<file path="src/rtl/dmem_arbiter_if.sv">
// rtl/dmem_arbiter_if.sv - Bus bundle between both data-memory requesters, the arbiter and the data RAM
//
// Purpose: groups the port 0 / port 1 request and response signals and the
//          RAM control signals of dmem_arbiter into one interface.
// Modports:
//   slave  : the arbiter. It takes the requests and mem_rdata, and drives the
//            grants, read responses and RAM controls.
//   master : the requesters and RAM model. It is the mirror image of slave.
// Signals:
//   pN_req, pN_we, pN_lock       request, write select, hold-grant request
//   pN_addr, pN_wdata            byte address and write data
//   pN_gnt                       access issued this cycle
//   pN_rvalid, pN_rdata          registered read response
//   mem_wen, mem_ren             RAM write and read enables
//   mem_waddr, mem_raddr         RAM addresses
//   mem_wdata                    RAM write data
//   mem_rdata                    RAM read data, valid the cycle after mem_ren

interface dmem_arbiter_if #(
  parameter int ADDR_WIDTH = 32,
  parameter int DATA_WIDTH = 32
);
  logic                  p0_req;
  logic                  p0_we;
  logic                  p0_lock;
  logic [ADDR_WIDTH-1:0] p0_addr;
  logic [DATA_WIDTH-1:0] p0_wdata;
  logic                  p0_gnt;
  logic                  p0_rvalid;
  logic [DATA_WIDTH-1:0] p0_rdata;

  logic                  p1_req;
  logic                  p1_we;
  logic                  p1_lock;
  logic [ADDR_WIDTH-1:0] p1_addr;
  logic [DATA_WIDTH-1:0] p1_wdata;
  logic                  p1_gnt;
  logic                  p1_rvalid;
  logic [DATA_WIDTH-1:0] p1_rdata;

  logic                  mem_wen;
  logic                  mem_ren;
  logic [ADDR_WIDTH-1:0] mem_waddr;
  logic [ADDR_WIDTH-1:0] mem_raddr;
  logic [DATA_WIDTH-1:0] mem_wdata;
  logic [DATA_WIDTH-1:0] mem_rdata;

  modport slave (
    input  p0_req, p0_we, p0_lock, p0_addr, p0_wdata,
    input  p1_req, p1_we, p1_lock, p1_addr, p1_wdata,
    input  mem_rdata,
    output p0_gnt, p0_rvalid, p0_rdata,
    output p1_gnt, p1_rvalid, p1_rdata,
    output mem_wen, mem_ren, mem_waddr, mem_raddr, mem_wdata
  );

  modport master (
    output p0_req, p0_we, p0_lock, p0_addr, p0_wdata,
    output p1_req, p1_we, p1_lock, p1_addr, p1_wdata,
    output mem_rdata,
    input  p0_gnt, p0_rvalid, p0_rdata,
    input  p1_gnt, p1_rvalid, p1_rdata,
    input  mem_wen, mem_ren, mem_waddr, mem_raddr, mem_wdata
  );
endinterface

</file>
<file path="src/rtl/dmem_arbiter.sv">
// rtl/dmem_arbiter.sv - Two-port data-memory arbiter with bounded bus lock
//
// Purpose: shares one data RAM between the core load/store path (port 0) and
//          the loader/debug path (port 1). It issues at most one access per
//          cycle and routes each read response back to the port that issued it.
//          A port asserting lock keeps the grant for up to LOCK_MAX consecutive
//          cycles.
// Parameters: ADDR_WIDTH, DATA_WIDTH, LOCK_MAX (>= 1)
// Ports:
//   clk  : clock, all state on the rising edge
//   rst  : asynchronous, active-low reset
//   bus  : dmem_arbiter_if.slave, which carries the requests, grants, read
//          responses and RAM controls
// Build option: DMEM_ARB_ROUND_ROBIN_EN selects round-robin contention
//   resolution. When it is undefined, port 0 has fixed priority.

module dmem_arbiter #(
  parameter int ADDR_WIDTH = 32,
  parameter int DATA_WIDTH = 32,
  parameter int LOCK_MAX   = 4
) (
  input  logic            clk,
  input  logic            rst,
  dmem_arbiter_if.slave   bus
);

  localparam int CNT_W = $clog2(LOCK_MAX + 1);
  localparam logic [CNT_W-1:0] LOCK_MAX_C = CNT_W'(LOCK_MAX);

  typedef enum logic [1:0] {
    LOCK_NONE = 2'd0,
    LOCK_P0   = 2'd1,
    LOCK_P1   = 2'd2
  } lock_state_t;

  lock_state_t      lock_state, lock_state_next;
  logic [CNT_W-1:0] lock_cnt, lock_cnt_next;
  logic [CNT_W-1:0] cnt_inc;
  logic             held;

  logic             gnt0, gnt1;
  logic             pol0, pol1;

  logic             rd_valid;
  logic             rd_port;

  // Contention policy, used whenever no active lock holder is requesting.
`ifdef DMEM_ARB_ROUND_ROBIN_EN
  logic rr_last;

  always_comb begin
    pol0 = 1'b0;
    pol1 = 1'b0;
    if (bus.p0_req && bus.p1_req) begin
      // The port that was not granted most recently wins.
      pol0 = rr_last;
      pol1 = ~rr_last;
    end else begin
      pol0 = bus.p0_req;
      pol1 = bus.p1_req;
    end
  end

  always_ff @(posedge clk or negedge rst) begin
    if (!rst) begin
      rr_last <= 1'b1;
    end else if (gnt0) begin
      rr_last <= 1'b0;
    end else if (gnt1) begin
      rr_last <= 1'b1;
    end
  end
`else
  always_comb begin
    pol0 = bus.p0_req;
    pol1 = bus.p1_req & ~bus.p0_req;
  end
`endif

  // Lock state register.
  always_ff @(posedge clk or negedge rst) begin
    if (!rst) begin
      lock_state <= LOCK_NONE;
      lock_cnt   <= '0;
    end else begin
      lock_state <= lock_state_next;
      lock_cnt   <= lock_cnt_next;
    end
  end

  // Grant selection and next lock state. The lock survives only while the
  // granted port keeps lock asserted. An idle cycle, an unlocked grant or
  // reaching LOCK_MAX all return the arbiter to the policy.
  always_comb begin
    gnt0            = 1'b0;
    gnt1            = 1'b0;
    lock_state_next = LOCK_NONE;
    lock_cnt_next   = '0;
    cnt_inc         = '0;
    held            = 1'b0;

    case (lock_state)
      LOCK_P0: begin
        if (bus.p0_req) begin
          gnt0 = 1'b1;
        end else begin
          gnt0 = pol0;
          gnt1 = pol1;
        end
      end
      LOCK_P1: begin
        if (bus.p1_req) begin
          gnt1 = 1'b1;
        end else begin
          gnt0 = pol0;
          gnt1 = pol1;
        end
      end
      default: begin
        gnt0 = pol0;
        gnt1 = pol1;
      end
    endcase

    if ((gnt0 && bus.p0_lock) || (gnt1 && bus.p1_lock)) begin
      held    = gnt0 ? (lock_state == LOCK_P0) : (lock_state == LOCK_P1);
      // A fresh lock counts its first grant as 1.
      cnt_inc = held ? (lock_cnt + CNT_W'(1)) : CNT_W'(1);
      if (cnt_inc != LOCK_MAX_C) begin
        lock_state_next = gnt0 ? LOCK_P0 : LOCK_P1;
        lock_cnt_next   = cnt_inc;
      end
    end
  end

  // RAM controls follow the granted port. They are all zero when no port is granted.
  always_comb begin
    bus.p0_gnt    = gnt0;
    bus.p1_gnt    = gnt1;
    bus.mem_wen   = 1'b0;
    bus.mem_ren   = 1'b0;
    bus.mem_waddr = '0;
    bus.mem_raddr = '0;
    bus.mem_wdata = '0;
    if (gnt0) begin
      bus.mem_wen   = bus.p0_we;
      bus.mem_ren   = ~bus.p0_we;
      bus.mem_waddr = bus.p0_addr;
      bus.mem_raddr = bus.p0_addr;
      bus.mem_wdata = bus.p0_wdata;
    end else if (gnt1) begin
      bus.mem_wen   = bus.p1_we;
      bus.mem_ren   = ~bus.p1_we;
      bus.mem_waddr = bus.p1_addr;
      bus.mem_raddr = bus.p1_addr;
      bus.mem_wdata = bus.p1_wdata;
    end
  end

  // Read-owner tracking. A read in flight when reset asserts is dropped.
  always_ff @(posedge clk or negedge rst) begin
    if (!rst) begin
      rd_valid <= 1'b0;
      rd_port  <= 1'b0;
    end else begin
      rd_valid <= bus.mem_ren;
      rd_port  <= gnt1;
    end
  end

  always_comb begin
    bus.p0_rvalid = rd_valid & ~rd_port;
    bus.p1_rvalid = rd_valid & rd_port;
    bus.p0_rdata  = (rd_valid && !rd_port) ? bus.mem_rdata : '0;
    bus.p1_rdata  = (rd_valid && rd_port) ? bus.mem_rdata : '0;
  end

endmodule

</file>
<file path="src/flat_wrapper.sv">
// flat-port wrapper written by rule: the top's interface ports become plain ports
module dmem_arbiter_flat 
#(
  parameter int ADDR_WIDTH = 32,
  parameter int DATA_WIDTH = 32,
  parameter int LOCK_MAX   = 4
)
  (clk, rst, bus_p0_req, bus_p0_we, bus_p0_lock, bus_p0_addr, bus_p0_wdata, bus_p1_req, bus_p1_we, bus_p1_lock, bus_p1_addr, bus_p1_wdata, bus_mem_rdata, bus_p0_gnt, bus_p0_rvalid, bus_p0_rdata, bus_p1_gnt, bus_p1_rvalid, bus_p1_rdata, bus_mem_wen, bus_mem_ren, bus_mem_waddr, bus_mem_raddr, bus_mem_wdata);
  dmem_arbiter_if #(.ADDR_WIDTH(ADDR_WIDTH), .DATA_WIDTH(DATA_WIDTH)) bus_i ();
  input  logic clk;
  input  logic rst;
  input wire logic [$bits(bus_i.p0_req)-1:0] bus_p0_req;
  input wire logic [$bits(bus_i.p0_we)-1:0] bus_p0_we;
  input wire logic [$bits(bus_i.p0_lock)-1:0] bus_p0_lock;
  input wire logic [$bits(bus_i.p0_addr)-1:0] bus_p0_addr;
  input wire logic [$bits(bus_i.p0_wdata)-1:0] bus_p0_wdata;
  input wire logic [$bits(bus_i.p1_req)-1:0] bus_p1_req;
  input wire logic [$bits(bus_i.p1_we)-1:0] bus_p1_we;
  input wire logic [$bits(bus_i.p1_lock)-1:0] bus_p1_lock;
  input wire logic [$bits(bus_i.p1_addr)-1:0] bus_p1_addr;
  input wire logic [$bits(bus_i.p1_wdata)-1:0] bus_p1_wdata;
  input wire logic [$bits(bus_i.mem_rdata)-1:0] bus_mem_rdata;
  output wire logic [$bits(bus_i.p0_gnt)-1:0] bus_p0_gnt;
  output wire logic [$bits(bus_i.p0_rvalid)-1:0] bus_p0_rvalid;
  output wire logic [$bits(bus_i.p0_rdata)-1:0] bus_p0_rdata;
  output wire logic [$bits(bus_i.p1_gnt)-1:0] bus_p1_gnt;
  output wire logic [$bits(bus_i.p1_rvalid)-1:0] bus_p1_rvalid;
  output wire logic [$bits(bus_i.p1_rdata)-1:0] bus_p1_rdata;
  output wire logic [$bits(bus_i.mem_wen)-1:0] bus_mem_wen;
  output wire logic [$bits(bus_i.mem_ren)-1:0] bus_mem_ren;
  output wire logic [$bits(bus_i.mem_waddr)-1:0] bus_mem_waddr;
  output wire logic [$bits(bus_i.mem_raddr)-1:0] bus_mem_raddr;
  output wire logic [$bits(bus_i.mem_wdata)-1:0] bus_mem_wdata;
  assign bus_i.p0_req = bus_p0_req;
  assign bus_i.p0_we = bus_p0_we;
  assign bus_i.p0_lock = bus_p0_lock;
  assign bus_i.p0_addr = bus_p0_addr;
  assign bus_i.p0_wdata = bus_p0_wdata;
  assign bus_i.p1_req = bus_p1_req;
  assign bus_i.p1_we = bus_p1_we;
  assign bus_i.p1_lock = bus_p1_lock;
  assign bus_i.p1_addr = bus_p1_addr;
  assign bus_i.p1_wdata = bus_p1_wdata;
  assign bus_i.mem_rdata = bus_mem_rdata;
  assign bus_p0_gnt = bus_i.p0_gnt;
  assign bus_p0_rvalid = bus_i.p0_rvalid;
  assign bus_p0_rdata = bus_i.p0_rdata;
  assign bus_p1_gnt = bus_i.p1_gnt;
  assign bus_p1_rvalid = bus_i.p1_rvalid;
  assign bus_p1_rdata = bus_i.p1_rdata;
  assign bus_mem_wen = bus_i.mem_wen;
  assign bus_mem_ren = bus_i.mem_ren;
  assign bus_mem_waddr = bus_i.mem_waddr;
  assign bus_mem_raddr = bus_i.mem_raddr;
  assign bus_mem_wdata = bus_i.mem_wdata;
  dmem_arbiter #(.ADDR_WIDTH(ADDR_WIDTH), .DATA_WIDTH(DATA_WIDTH), .LOCK_MAX(LOCK_MAX)) u_core (.clk(clk), .rst(rst), .bus(bus_i));
endmodule
</file>
<file path="config.mk">
export PLATFORM = sky130hd
export DESIGN_NAME = dmem_arbiter_flat
export DESIGN_NICKNAME = d
export VERILOG_FILES = /design/src/rtl/dmem_arbiter_if.sv /design/src/rtl/dmem_arbiter.sv /design/src/flat_wrapper.sv
export SDC_FILE = /design/constraint.sdc
export NUM_CORES = 1
export LEC_CHECK = 0
export CAP_MARGIN = 30
export CORE_AREA = 2 2 128 130
export DETAILED_ROUTE_END_ITERATION = 7
export DIE_AREA = 0 0 130 132
export PLACE_DENSITY = 0.47
export SETUP_SLACK_MARGIN = 0.2
export SYNTH_ARGS = -nofsm -noshare
export SYNTH_HDL_FRONTEND = slang
export SYNTH_SLANG_ARGS = --single-unit
</file>
<file path="constraint.sdc">
create_clock -name clk -period 2.9 [get_ports clk]
set_input_delay 0.725 -clock clk [delete_from_list [all_inputs] [get_ports clk]]
set_output_delay 0.725 -clock clk [all_outputs]
set_load 0.03 [all_outputs]
</file>
# Yosys cells after proc, flatten, opt, wreduce, memory -nomap -nowiden
# Index checks and enable logic that the tools add are counted.
[classes]
addsub = 1
n_eq_ne = 3
muxes = 23
bitwise_logic = 7
n_reduce_logical = 6
[op_table]
columns = ["operator", "count"]
rows = [
  ["2-to-1 mux 32 bit", 6],
  ["2-to-1 mux 1 bit", 9],
  ["2-to-1 mux 3 bit", 3],
  ["2-to-1 mux 2 bit", 3],
  ["logical AND 1 bit", 4],
  ["inverter 1 bit", 4],
  ["case mux 1 bit (2 select lines)", 2],
  ["adder 3 x 1 -> 3 bit (second input constant)", 1],
  ["bitwise AND 1 bit", 3],
  ["inequality test 3 bit (second input constant)", 1],
  ["== test 2 x 1 -> 1 bit (second input constant)", 1],
  ["== test 2 bit (second input constant)", 1],
  ["logical NOT 1 bit", 1],
  ["logical OR 1 bit", 1],
]
[totals]
ff_bits = 7
in_bits = 168
output_inout_bits = 166

# Depth between registers and ports, before layout
[depth]
depth_word = 7
ltp_mapped = 9

# Least setup slack after synthesis
# Ideal clock, no wire load.
[synth_path]
path_type = "flip-flop to output port"
start = "register u_core.lock_state[0]"
end = "output bus_mem_waddr[24]"
arrival_time_ns = 1.900
required_time_ns = 2.175
path_slack_ns = 0.275
path_stages_with_launch = 10
path_cell_list = "dfrtp_1 -> inv_1 -> ha_1 -> o21ba_1 -> o21ai_2 -> inv_2 -> buf_6 -> buf_6 -> a22o_1 -> buf_4"
[synth_between]
elab_chain_cells = 4
elab_cells_between_ends = 6
cone_classes = "eq/ne: 2; mux: 4"
[synth_lines]
columns = ["item", "line_no", "source"]
rows = [
  ["start, declared", "dmem_arbiter.sv:36", "lock_state_t lock_state, lock_state_next;"],
  ["start signal, assigned", "dmem_arbiter.sv:86", "lock_state <= lock_state_next;"],
  ["== test 2 bit or == test 2 x 1 -> 1 bit (tied branches)", "dmem_arbiter.sv:102", "case (lock_state)"],
  ["case mux 1 bit (2 select lines)", "dmem_arbiter.sv:102", ""],
  ["2-to-1 mux 32 bit", "-", ""],
  ["2-to-1 mux 32 bit (*)", "-", ""],
  ["end, declared", "flat_wrapper.sv:31", "output wire logic [$bits(bus_i.mem_waddr)-1:0] bus_mem_waddr;"],
]
# Mark *: on every way between the ends. The rest lies on a longest branch, timed or not.

# Final worst setup path
[layout_path]
start = "register u_core.lock_state[0]"
end = "output bus_mem_wdata[3]"
[layout_between]
elab_chain_cells = 4
elab_cells_between_ends = 6
cone_classes = "eq/ne: 2; mux: 4"
[layout_lines]
columns = ["item", "line_no", "source"]
rows = [
  ["== test 2 bit or == test 2 x 1 -> 1 bit (tied branches)", "dmem_arbiter.sv:102", ""],
  ["case mux 1 bit (2 select lines)", "dmem_arbiter.sv:102", ""],
  ["2-to-1 mux 32 bit", "dmem_arbiter.sv:151", "end else if (gnt1) begin"],
  ["2-to-1 mux 32 bit (*)", "dmem_arbiter.sv:145", "if (gnt0) begin"],
  ["end, declared", "flat_wrapper.sv:33", "output wire logic [$bits(bus_i.mem_wdata)-1:0] bus_mem_wdata;"],
]
# Marks and branches as above.

==> run metrics <==
sequential fraction of the synthesis area=0.102; Worst Setup End Kind=output port; Final WS setup=0.0202 ns; CTS tree=built; final wirelength=13900 um; antenna cell count=0; # hold bufs at CTS=0; CP Cell Sequence=inv_2 > ha_4 > o21ba_4 > o21ai_4 > buf_12 > clkinvlp_4 > buf_6 > buf_6 > a22o_1 > buf_6; Startpoint Class=flop; setup TNS=0 ns; most common cell after layout, fill and taps aside=clkdlybuf4s50_1; Tcrit/Tclk final=0.993; CP delay by family, top=buffers and inverters; slowest stage cell, crit path=dfrtp_1; commonest cells after routing, fill and taps aside=166 x clkdlybuf4s50_1, 102 x buf_6, 59 x buf_4, 40 x a22o_1, 33 x and2_1; Post-Syn Instances=220; Antenna Nets Post-Route=0; Most common cell on crit path=buf_6; worst-case clock buffer depth=2; Final min period=2.88 ns; via density per instance=4.10; H-Tree Depth=1; Clock Sinks=7; layout cells sized above 1=0.404; Port Buffers=333; clk slew on worst S/H paths=0.04 ns; Initial Util=0.110; Root Buffer=clkbuf_16; layout net count=725; worst hold path class=flop to flop; DP Worst Slack=-0.204 ns; highest clock rate=0.347 GHz; Mapped Area=1720 um^2; WP data arrival=2.15 ns; Slew @ Worst Pin=0.429 ns; wire length per cell=18.1 um; Vias=3148; drt first pass iters=5; largest net degree at the start of global routing=35; Chip Height=132 um; Num CTS Buffers=3; CP max stage delay=0.41 ns; run status=completed; Max Slew Vio Count=0; detailed-route DRC error count=0; first-pass GRT wire length=19500 um; Mapped Nets=392; clock skew=0.00130 ns; die span in x=130 um; maximum vdd drop=143 uV; Final Hold Violating Endpoints=0; number of global-route vias before repair=3262; YS warnings=0; Ports=334; Placer Congestion=0.830; Final Setup Violations=0; Yosys cell types=26; #FFs+latches synth=7; Worst-Skew Late Latency=0.23 ns; dpl hpwl=10600 um; mean cell area of the mapped netlist=7.84 um^2; max cap viols=0; core area=15700 um^2; gr usage total=0.148; Setup CP Type=flop to output port; Req. time, crit path=2.17 ns; Layout area overhead=248%; DRC violation total after the first TritonRoute iteration=89; hold_ws=0.622 ns; LEAKAGE=2.95 nW; placed cells=743; die area=17200 um^2; gr ovfl total=0; Finished Layout Cells=768; Rows=46; WP buf/inv=6; Pwr per Cell Area=276 nW/um^2; initial antenna violation count=0; RSZ-0062 raised after global routing=true; Rel. slew slack=0.714; Crit Path Max Fanout=4
## cells by family (layout without fill, tap and decap cells)
family / after synthesis / in the layout / share of synthesized area
flip-flops: 7 / 7 / 0.102
AO/OA/AOI/OAI: 76 / 76 / 0.386
AND/OR/NAND/NOR: 71 / 71 / 0.253
buffers and inverters: 61 / 393 / 0.225
XOR/XNOR: 1 / 1 / 0.00508
adder cells (fa/ha/maj): 4 / 4 / 0.0290
## worst paths after layout
path / from / slack (ns) / to / depth (start not counted)
hold / removal: u_core.lock_cnt[0] / 0.62 / u_core.lock_cnt[0] / 2
setup reg to reg: u_core.lock_state[0] / 0.93 / u_core.lock_state[1] / 11
setup / recovery: u_core.lock_state[0] / 0.02 / bus_mem_wdata[3] / 10
max in group asynchronous: rst / 1.92 / u_core.lock_cnt[1] / 1
min in group asynchronous: rst / 0.75 / u_core.lock_state[1] / 1
hold reg to reg: u_core.lock_cnt[0] / 0.62 / u_core.lock_cnt[0] / 2
## synth_stat cells, drive strengths merged
cell / instances / area share
a22o: 65 / 0.33
buf: 43 / 0.19
and2: 33 / 0.12
and3: 32 / 0.12
clkbuf: 12 / 0.026
dfrtp: 7 / 0.10
inv: 6 / 0.013
ha: 4 / 0.029
nand2: 2 / 0.0044
nor2b: 2 / 0.0073
o311a: 2 / 0.012
a2111oi: 1 / 0.0051
a211oi: 1 / 0.0044
a21boi: 1 / 0.0065
a22oi: 1 / 0.0044
a2bb2oi: 1 / 0.0051
nand2b: 1 / 0.0036
nor2: 1 / 0.0022
o211ai: 1 / 0.0044
o21ai: 1 / 0.0051
o21ba: 1 / 0.0058
o22ai: 1 / 0.0036
xnor2: 1 / 0.0051
## routing by layer
layer	wire (um)	up-vias	share of wire	track usage
li1	-	1458	-	-
met1	4980	1461	0.36	0.156
met2	7460	220	0.54	0.295
met3	1290	9	0.093	0.0337
met4	161	0	0.012	0.0221
met5	0	-	0	0
## power breakdown
part	total [mW]	switching, mW	internal (mW)
clock network	0.233	0.0505	0.183
registers	0.107	0.00338	0.103
logic	1.31	0.626	0.688
total	1.65	0.680	0.974
## sequential cells by signal (all words and copies together), names as in the netlist
| register | flops |
|---|---|
| u_core.rd_valid | 1 |
| u_core.rd_port | 1 |
| u_core.lock_cnt | 3 |
| u_core.lock_state | 2 |
## stage by stage
step	total power [mW]	utilization	instance area (um^2)
after floorplan	0.671	-	1720
after global placement	1.20	0.315	4950
after detailed placement	1.20	0.315	4950
after CTS	1.65	0.378	5940
after global routing	1.72	0.382	6000
final	1.65	0.382	6000
## layout make-up
class	instances	area (um^2)
Inverter	6	27.5
Clock buffer	4	78.8
Timing Repair Buffer	381	4010
Tap cell	216	270
Sequential cell	7	175
Fill cell	1590	9710
Timing Repair inverter	2	27.5
Multi-Input combinational cell	152	1410
## worst register-to-register path, stage by stage, from the launching register on
cell	delay, ns
dfrtp_1	0.41
inv_2	0.08
ha_4	0.20
o21ba_4	0.22
o21ai_4	0.14
buf_12	0.14
buf_12	0.12
inv_16	0.05
buf_16	0.12
buf_4	0.13
buf_4	0.12
o311a_1	0.12
## what timing repair did
item                                    4_1_cts  5_1_grt
gates cloned                                  9        0
endpoints found under the setup margin      130       99
pin swaps                                    42       13
buffers inserted                             11        1
resized for setup                           183       12
No activity file was read; power rests on OpenSTA's default activity.
